===== src/rtl/bus_dma_if.sv =====
// Core memory bus as seen by an initiator: address/sel/write_mask/write_value out,
// read_value/ready back. An access completes in any cycle with sel_out && ready_in.
interface bus_dma_if;
  logic [31:0] address_out;
  logic        sel_out;
  logic [3:0]  write_mask_out;
  logic [31:0] write_value_out;
  logic [31:0] read_value_in;
  logic        ready_in;

  modport master (
    output address_out, sel_out, write_mask_out, write_value_out,
    input  read_value_in, ready_in
  );

  modport slave (
    input  address_out, sel_out, write_mask_out, write_value_out,
    output read_value_in, ready_in
  );
endinterface


===== src/rtl/bus_dma.sv =====
// Word copy / fill DMA engine acting as a bus initiator beside the CPU.
// One idle bus cycle separates every pair of accesses; stalled accesses abort after TIMEOUT cycles.
module bus_dma #(
  parameter int unsigned LEN_WIDTH = 16,
  parameter int unsigned TIMEOUT   = 255
) (
  input  logic                 clk,
  input  logic                 reset,
  input  logic                 start,
  input  logic                 abort,
  input  logic                 fill,
  input  logic [31:0]          src_addr,
  input  logic [31:0]          dst_addr,
  input  logic [LEN_WIDTH-1:0] len,
  input  logic [31:0]          fill_value,
  output logic                 busy,
  output logic                 done,
  output logic                 error,
  output logic [LEN_WIDTH-1:0] words_done,
  bus_dma_if.master            bus
);

  typedef enum logic [2:0] {
    S_IDLE,
    S_READ,
    S_WRITE,
    S_GAP,
    S_FINISH
  } state_t;

  localparam int unsigned          TW       = (TIMEOUT > 1) ? $clog2(TIMEOUT) : 1;
  localparam logic [TW-1:0]        TMO_LAST = TW'(TIMEOUT - 1);
  localparam logic [LEN_WIDTH-1:0] LEN_ONE  = LEN_WIDTH'(1);

  state_t               r_state;
  logic [31:0]          r_src;
  logic [31:0]          r_dst;
  logic [31:0]          r_data;
  logic [31:0]          r_fill_value;
  logic [LEN_WIDTH-1:0] r_len;
  logic [LEN_WIDTH-1:0] r_words_done;
  logic                 r_fill;
  logic                 r_after_rd;
  logic [TW-1:0]        r_tmo;
  logic                 r_busy;
  logic                 r_done;
  logic                 r_error;
  logic                 r_sel;
  logic [3:0]           r_mask;
  logic [31:0]          r_addr;
  logic [31:0]          r_wval;

  logic w_timeout;
  logic w_last;
  logic w_unused;

  assign w_timeout = (TIMEOUT != 0) && (r_tmo == TMO_LAST);
  assign w_last    = (r_words_done + LEN_ONE == r_len);
  assign w_unused  = &{src_addr[1:0], dst_addr[1:0]};

  assign busy                = r_busy;
  assign done                = r_done;
  assign error               = r_error;
  assign words_done          = r_words_done;
  assign bus.address_out     = r_addr;
  assign bus.sel_out         = r_sel;
  assign bus.write_mask_out  = r_mask;
  assign bus.write_value_out = r_wval;

  // NOTE: state and outputs share one clocked block and use non-blocking assignments only,
  // so every output is a flop and all branches read the pre-edge values.
  always_ff @(posedge clk) begin
    // NOTE: reset is synchronous; every register, datapath included, is cleared so a
    // reset mid-transfer leaves no stale address or data on the bus.
    if (!reset) begin
      r_state      <= S_IDLE;
      r_src        <= '0;
      r_dst        <= '0;
      r_data       <= '0;
      r_fill_value <= '0;
      r_len        <= '0;
      r_words_done <= '0;
      r_fill       <= 1'b0;
      r_after_rd   <= 1'b0;
      r_tmo        <= '0;
      r_busy       <= 1'b0;
      r_done       <= 1'b0;
      r_error      <= 1'b0;
      r_sel        <= 1'b0;
      r_mask       <= 4'h0;
      r_addr       <= '0;
      r_wval       <= '0;
    end else begin
      r_done <= 1'b0;
      unique case (r_state)
        S_IDLE: begin
          if (start) begin
            r_src        <= {src_addr[31:2], 2'b00};
            r_dst        <= {dst_addr[31:2], 2'b00};
            r_len        <= len;
            r_fill       <= fill;
            r_fill_value <= fill_value;
            r_error      <= 1'b0;
            r_words_done <= '0;
            r_after_rd   <= 1'b0;
            r_tmo        <= '0;
            r_busy       <= 1'b1;
            if (len == '0) begin
              r_state <= S_FINISH;
            end else if (fill) begin
              r_state <= S_WRITE;
              r_sel   <= 1'b1;
              r_addr  <= {dst_addr[31:2], 2'b00};
              r_mask  <= 4'hF;
              r_wval  <= fill_value;
            end else begin
              r_state <= S_READ;
              r_sel   <= 1'b1;
              r_addr  <= {src_addr[31:2], 2'b00};
              r_mask  <= 4'h0;
            end
          end
        end
        S_READ: begin
          if (bus.ready_in) begin
            r_data     <= bus.read_value_in;
            r_src      <= r_src + 32'd4;
            r_sel      <= 1'b0;
            r_after_rd <= 1'b1;
            r_state    <= S_GAP;
          end else if (w_timeout) begin
            r_error <= 1'b1;
            r_sel   <= 1'b0;
            r_state <= S_FINISH;
          end else begin
            r_tmo <= r_tmo + 1'b1;
          end
        end
        S_WRITE: begin
          if (bus.ready_in) begin
            r_dst        <= r_dst + 32'd4;
            r_words_done <= r_words_done + LEN_ONE;
            r_sel        <= 1'b0;
            r_mask       <= 4'h0;
            r_after_rd   <= 1'b0;
            r_state      <= w_last ? S_FINISH : S_GAP;
          end else if (w_timeout) begin
            r_error <= 1'b1;
            r_sel   <= 1'b0;
            r_mask  <= 4'h0;
            r_state <= S_FINISH;
          end else begin
            r_tmo <= r_tmo + 1'b1;
          end
        end
        S_GAP: begin
          // A fetched word is always written back; abort only takes effect after a write.
          r_tmo <= '0;
          if (r_after_rd) begin
            r_state <= S_WRITE;
            r_sel   <= 1'b1;
            r_addr  <= r_dst;
            r_mask  <= 4'hF;
            r_wval  <= r_data;
          end else if (abort) begin
            r_state <= S_FINISH;
          end else if (r_fill) begin
            r_state <= S_WRITE;
            r_sel   <= 1'b1;
            r_addr  <= r_dst;
            r_mask  <= 4'hF;
            r_wval  <= r_fill_value;
          end else begin
            r_state <= S_READ;
            r_sel   <= 1'b1;
            r_addr  <= r_src;
            r_mask  <= 4'h0;
          end
        end
        S_FINISH: begin
          r_busy  <= 1'b0;
          r_done  <= 1'b1;
          r_state <= S_IDLE;
        end
        default: r_state <= S_IDLE;
      endcase
    end
  end

endmodule


===== src/flat_wrapper.sv =====
// flat-port wrapper written by rule: the top's interface ports become plain ports
module bus_dma_flat 
#(
  parameter int unsigned LEN_WIDTH = 16,
  parameter int unsigned TIMEOUT   = 255
)
  (clk, reset, start, abort, fill, src_addr, dst_addr, len, fill_value, busy, done, error, words_done, bus_address_out, bus_sel_out, bus_write_mask_out, bus_write_value_out, bus_read_value_in, bus_ready_in);
  bus_dma_if bus_i ();
  input  logic clk;
  input  logic reset;
  input  logic start;
  input  logic abort;
  input  logic fill;
  input  logic [31:0] src_addr;
  input  logic [31:0] dst_addr;
  input  logic [LEN_WIDTH-1:0] len;
  input  logic [31:0] fill_value;
  output logic busy;
  output logic done;
  output logic error;
  output logic [LEN_WIDTH-1:0] words_done;
  output wire logic [$bits(bus_i.address_out)-1:0] bus_address_out;
  output wire logic [$bits(bus_i.sel_out)-1:0] bus_sel_out;
  output wire logic [$bits(bus_i.write_mask_out)-1:0] bus_write_mask_out;
  output wire logic [$bits(bus_i.write_value_out)-1:0] bus_write_value_out;
  input wire logic [$bits(bus_i.read_value_in)-1:0] bus_read_value_in;
  input wire logic [$bits(bus_i.ready_in)-1:0] bus_ready_in;
  assign bus_address_out = bus_i.address_out;
  assign bus_sel_out = bus_i.sel_out;
  assign bus_write_mask_out = bus_i.write_mask_out;
  assign bus_write_value_out = bus_i.write_value_out;
  assign bus_i.read_value_in = bus_read_value_in;
  assign bus_i.ready_in = bus_ready_in;
  bus_dma #(.LEN_WIDTH(LEN_WIDTH), .TIMEOUT(TIMEOUT)) u_core (.clk(clk), .reset(reset), .start(start), .abort(abort), .fill(fill), .src_addr(src_addr), .dst_addr(dst_addr), .len(len), .fill_value(fill_value), .busy(busy), .done(done), .error(error), .words_done(words_done), .bus(bus_i));
endmodule

===== config.mk =====
export PLATFORM = sky130hd
export DESIGN_NAME = bus_dma_flat
export DESIGN_NICKNAME = d
export VERILOG_FILES = /design/src/rtl/bus_dma_if.sv /design/src/rtl/bus_dma.sv /design/src/flat_wrapper.sv
export SDC_FILE = /design/constraint.sdc
export NUM_CORES = 1
export LEC_CHECK = 0
export CAP_MARGIN = 10
export CORE_MARGIN = 3
export CORE_UTILIZATION = 47
export CTS_CLUSTER_DIAMETER = 30
export DETAILED_ROUTE_END_ITERATION = 6
export PLACE_DENSITY = 0.77
export SKIP_CTS_REPAIR_TIMING = 1
export SLEW_MARGIN = 15
export SYNTH_ARGS = -nofsm -noshare
export SYNTH_HDL_FRONTEND = slang
export SYNTH_SLANG_ARGS = --single-unit

===== constraint.sdc =====
create_clock -name clk -period 2.16 [get_ports clk]
set_clock_uncertainty 0.05 [all_clocks]
set_input_delay 0.324 -clock clk [delete_from_list [all_inputs] [get_ports clk]]
set_output_delay 0.324 -clock clk [all_outputs]
set_load 0.1 [all_outputs]

==> run_results.csv <==
group,metric,value,unit
synth,synth_top_flop_cell,"dfxtp_1",
finish,final_net_count,2033,
clock_network,clk_latency,0.56,ns
hold_path,hold_path.class,"input pin to register",
global_routing,grt_overflow_total,0,
synth,post_synth.cell_area_avg,7.55,sq um
sta,final_min_period_over_clock_period,0.981,
global_routing,grtUsageMet2,0.454,
floorplanning,fp.dieArea,0.0277,sq mm
synth,synth-seq-cells,236,
synth,synth_seq_area_share,0.390,
drt,post_route_drc_violation_count,0,
sta,grt_setup_unrepaired,"true",
clock_network,clock_path_buffers,3,
sta,finalWorstSetupSlack,0.0404,ns
clock_network,ctsRootBufferMaster,"clkbuf_16",
synth,synth_async_sr_flop_share,0,
sta,max_slew_margin,0.578,
finish,area_delta_synth_final,42.9,%
sta,setup_viol,0,
drt,final_antenna_violating_net_count,0,
place,final_weighted_congestion_in_routability_driven_placement,0.932,
clock_network,cts_tree,"done",
clock_network,h_tree_levels,2,
global_routing,antenna_violations_before_repair,3,
floorplanning,fp-row-count,58,
global_routing,grt_pass1_wl,66800,microns
finish,final_core_util,0.685,
synth,synthesis.yosys.warnings,0,
setup_path,critPathSlowestCell,"dfxtp_4",
global_routing,first_global_vias,12600,
floorplanning,core,0.0253,sq mm
place,buffer_ports.inserted,231,
synth,number_of_enable_type_register_cells_in_the_synthesized_netlist,0,
setup_path,crit_chain,"ha_2 -> buf_4 -> xnor2_1 -> xnor2_1 -> nor3_1 -> nand4_1 -> nor4_2 -> buf_4 -> a22o_1",
sta,final_hold_viol_count,0,
sta,highest_achievable_clock_rate,472,MHz
status,status,"finished clean",
run,timing.max_cap.violations,0,
drt,drt_wirelength,42600,microns
floorplanning,initial_core_util,0.479,
global_routing,global_route.peak_usage_layer,"met2",
place,pre_cts_slack,-0.362,ns
global_routing,grt_max_degree,115,
sta,final_max_slew_viol_count,0,
drt,wire_per_inst,18.9,microns
sta,fin_crit,2.12,ns
synth,synthesis.instances,1602,
setup_path,crit_arrival,2.56,ns
floorplanning,die_h,166,microns
finish,drive_gt1_frac,0.204,
setup_path,required,2.60,ns
clock_network,cts.sink_count,236,
place,detailed_place_hpwl,28800,microns
clock_network,clk_pin_slew,0.05,ns
power,power-per-cell-area,1050,mW/mm^2
setup_path,critPathLaunchType,"register",
floorplanning,chipWidth,166,microns
setup_path,criticalPathCategory,"register to register",
global_routing,grt_use_total,0.290,
drt,drt-initial-drc-count,1510,
finish,nFillCells,1982,
synth,synth_area,0.0121,sq mm
power,vdd_ir_drop_max,0.000683,V
global_routing,use_met1,0.390,
drt,dr.pass1.iters,5,
finish,seq_area,0.00478,sq mm
global_routing,grt_util_met3,0.0674,
setup_path,setup.worst_path.end_class,"register",
power,cellLeakagePower,0.00664,uW
setup_path,critical_path.max_stage_delay,0.35,ns
drt,drt-vias-per-instance,5.96,
synth,synth.distinct_cells,72,
finish,multi_input_comb_area,0.00692,sq mm
floorplanning,boundaryPins,238,
sta,max_slew.worst_pin.slew,0.633,ns
clock_network,cts_made_buffers,52,
drt,detailroute.via_count,13400,
setup_path,worstPathMaxFanout,5,
[synthesized netlist by cell type (4+ instances only)]
master	n	area share
inv_1	6	0.0019
a311oi_1	7	0.0051
and3_1	15	0.0078
o22ai_1	8	0.0041
buf_2	10	0.0041
xor2_1	4	0.0029
nor3_1	29	0.012
a211oi_1	44	0.027
o31ai_1	5	0.0031
nand3_1	37	0.015
nor4_1	13	0.0067
a22o_1	5	0.0036
a22oi_1	10	0.0062
ha_1	5	0.0052
o21ai_0	63	0.026
nor2_1	163	0.051
a21o_1	7	0.0043
or3_1	15	0.0078
o21a_1	4	0.0025
o211ai_1	33	0.020
mux2i_1	64	0.053
a41oi_1	4	0.0029
nand2_1	316	0.098
nor3b_1	4	0.0025
dfxtp_1	236	0.39
or4_1	4	0.0025
buf_1	11	0.0034
nand4_1	21	0.011
a21oi_1	203	0.084
xnor2_1	17	0.012
clkbuf_1	116	0.036
and4_1	4	0.0029
buf_4	5	0.0031
a221oi_1	30	0.022
and2_1	11	0.0057
a31oi_1	13	0.0067
o221a_2	9	0.0084
[routing by layer]
layer,vias up,routed length (microns)
li1,6320,-
met1,6354,17400
met2,635,19400
met3,122,4180
met4,0,1630
met5,-,0
[per-stage QoR]
stage	area, sq um	power, uW	TNS (ns)	std cells	hold slack, ns
2_1_floorplan	12200	8190	-0.105	1603	0.386
5_1_grt	17300	18700	-0.0175	2252	0.239
3_5_place_dp	15300	9700	-28.91	2149	0.396
4_1_cts	17200	18100	-0.360	2244	0.229
6_report	17300	18100	0	2252	0.234
3_3_place_gp	15300	9620	-27.08	2149	0.391
[worst max-delay path, delay by kind of cell (launching register included)]
kind / cells / cell delay, ns
fa+ha+maj: 1 / 0.21
simple gates: 3 / 0.74
flops: 1 / 0.35
buf+inv: 2 / 0.33
xor+xnor: 2 / 0.25
compound gates: 1 / 0.11
[layout make-up]
class                      count  share of cell area
antenna                        3            0.000434
clock buffer                  62              0.0809
clock inverter                33              0.0270
inverter                       6             0.00159
multi-input combinational   1215               0.400
sequential                   236               0.276
tap                          330              0.0239
timing repair buffer         367               0.190
[registers in the layout, indices dropped and copies added, names as in the netlist, 3 cells and up]
name / flops
u_core.bus.address_out: 30
u_core.bus.write_value_out: 32
u_core.r_data: 32
u_core.r_dst: 30
u_core.r_fill_value: 32
u_core.r_len: 16
u_core.r_src: 30
u_core.r_state: 3
u_core.r_tmo: 8
u_core.words_done: 16
[layout by cell type (no fill, tap or decap), drive strengths merged, types with 6 or more instances in the layout]
cell,n
xnor2,17
nor3b,6
a22oi,10
a311oi,7
or3,15
nor4,17
nor2,163
bufinv,9
clkdlybuf4s50,144
o221a,9
and3,16
nand3,38
a211oi,44
or4,6
nand2,316
o22ai,8
and2,12
a21oi,203
a221oi,30
a21o,7
mux2i,64
nor3,30
clkinv,12
o21ai,64
inv,13
a31oi,13
clkbuf,62
dfxtp,236
buf,223
o211ai,33
nand4,22
[report_power, final]
part | switching, uW | internal [uW] | total [uW]
clock | 2620 | 5710 | 8330
sequential | 383 | 4830 | 5210
combinational | 3060 | 1490 | 4550
total | 6060 | 12000 | 18100
[worst paths after layout]
check / from / endpoint / slack [ns] / depth (start not counted)
min reg2reg: u_core.r_fill_value[28]$_SDFFE_PN0P_ / u_core.r_fill_value[28]$_SDFFE_PN0P_ / 0.40 / 2
min: fill / u_core.r_fill$_SDFFE_PN0P_ / 0.23 / 4
max: u_core.words_done[0]$_SDFFE_PN0P_ / u_core.r_state[2]$_SDFFE_PN0N_ / 0.04 / 9
max reg2reg: u_core.words_done[0]$_SDFFE_PN0P_ / u_core.r_state[2]$_SDFFE_PN0N_ / 0.04 / 9
[kinds of logic after synthesis]
group | after synthesis | synth area share
flip-flops | 236 | 0.390
AND/OR/NAND/NOR | 658 | 0.244
adder cells (fa/ha/maj) | 5 | 0.00517
buffers and inverters | 152 | 0.0507
XOR/XNOR | 21 | 0.0152
other | 1 | 0.000310
multiplexers | 65 | 0.0539
AO/OA/AOI/OAI | 464 | 0.240
Power figures use the tool's default switching activity.
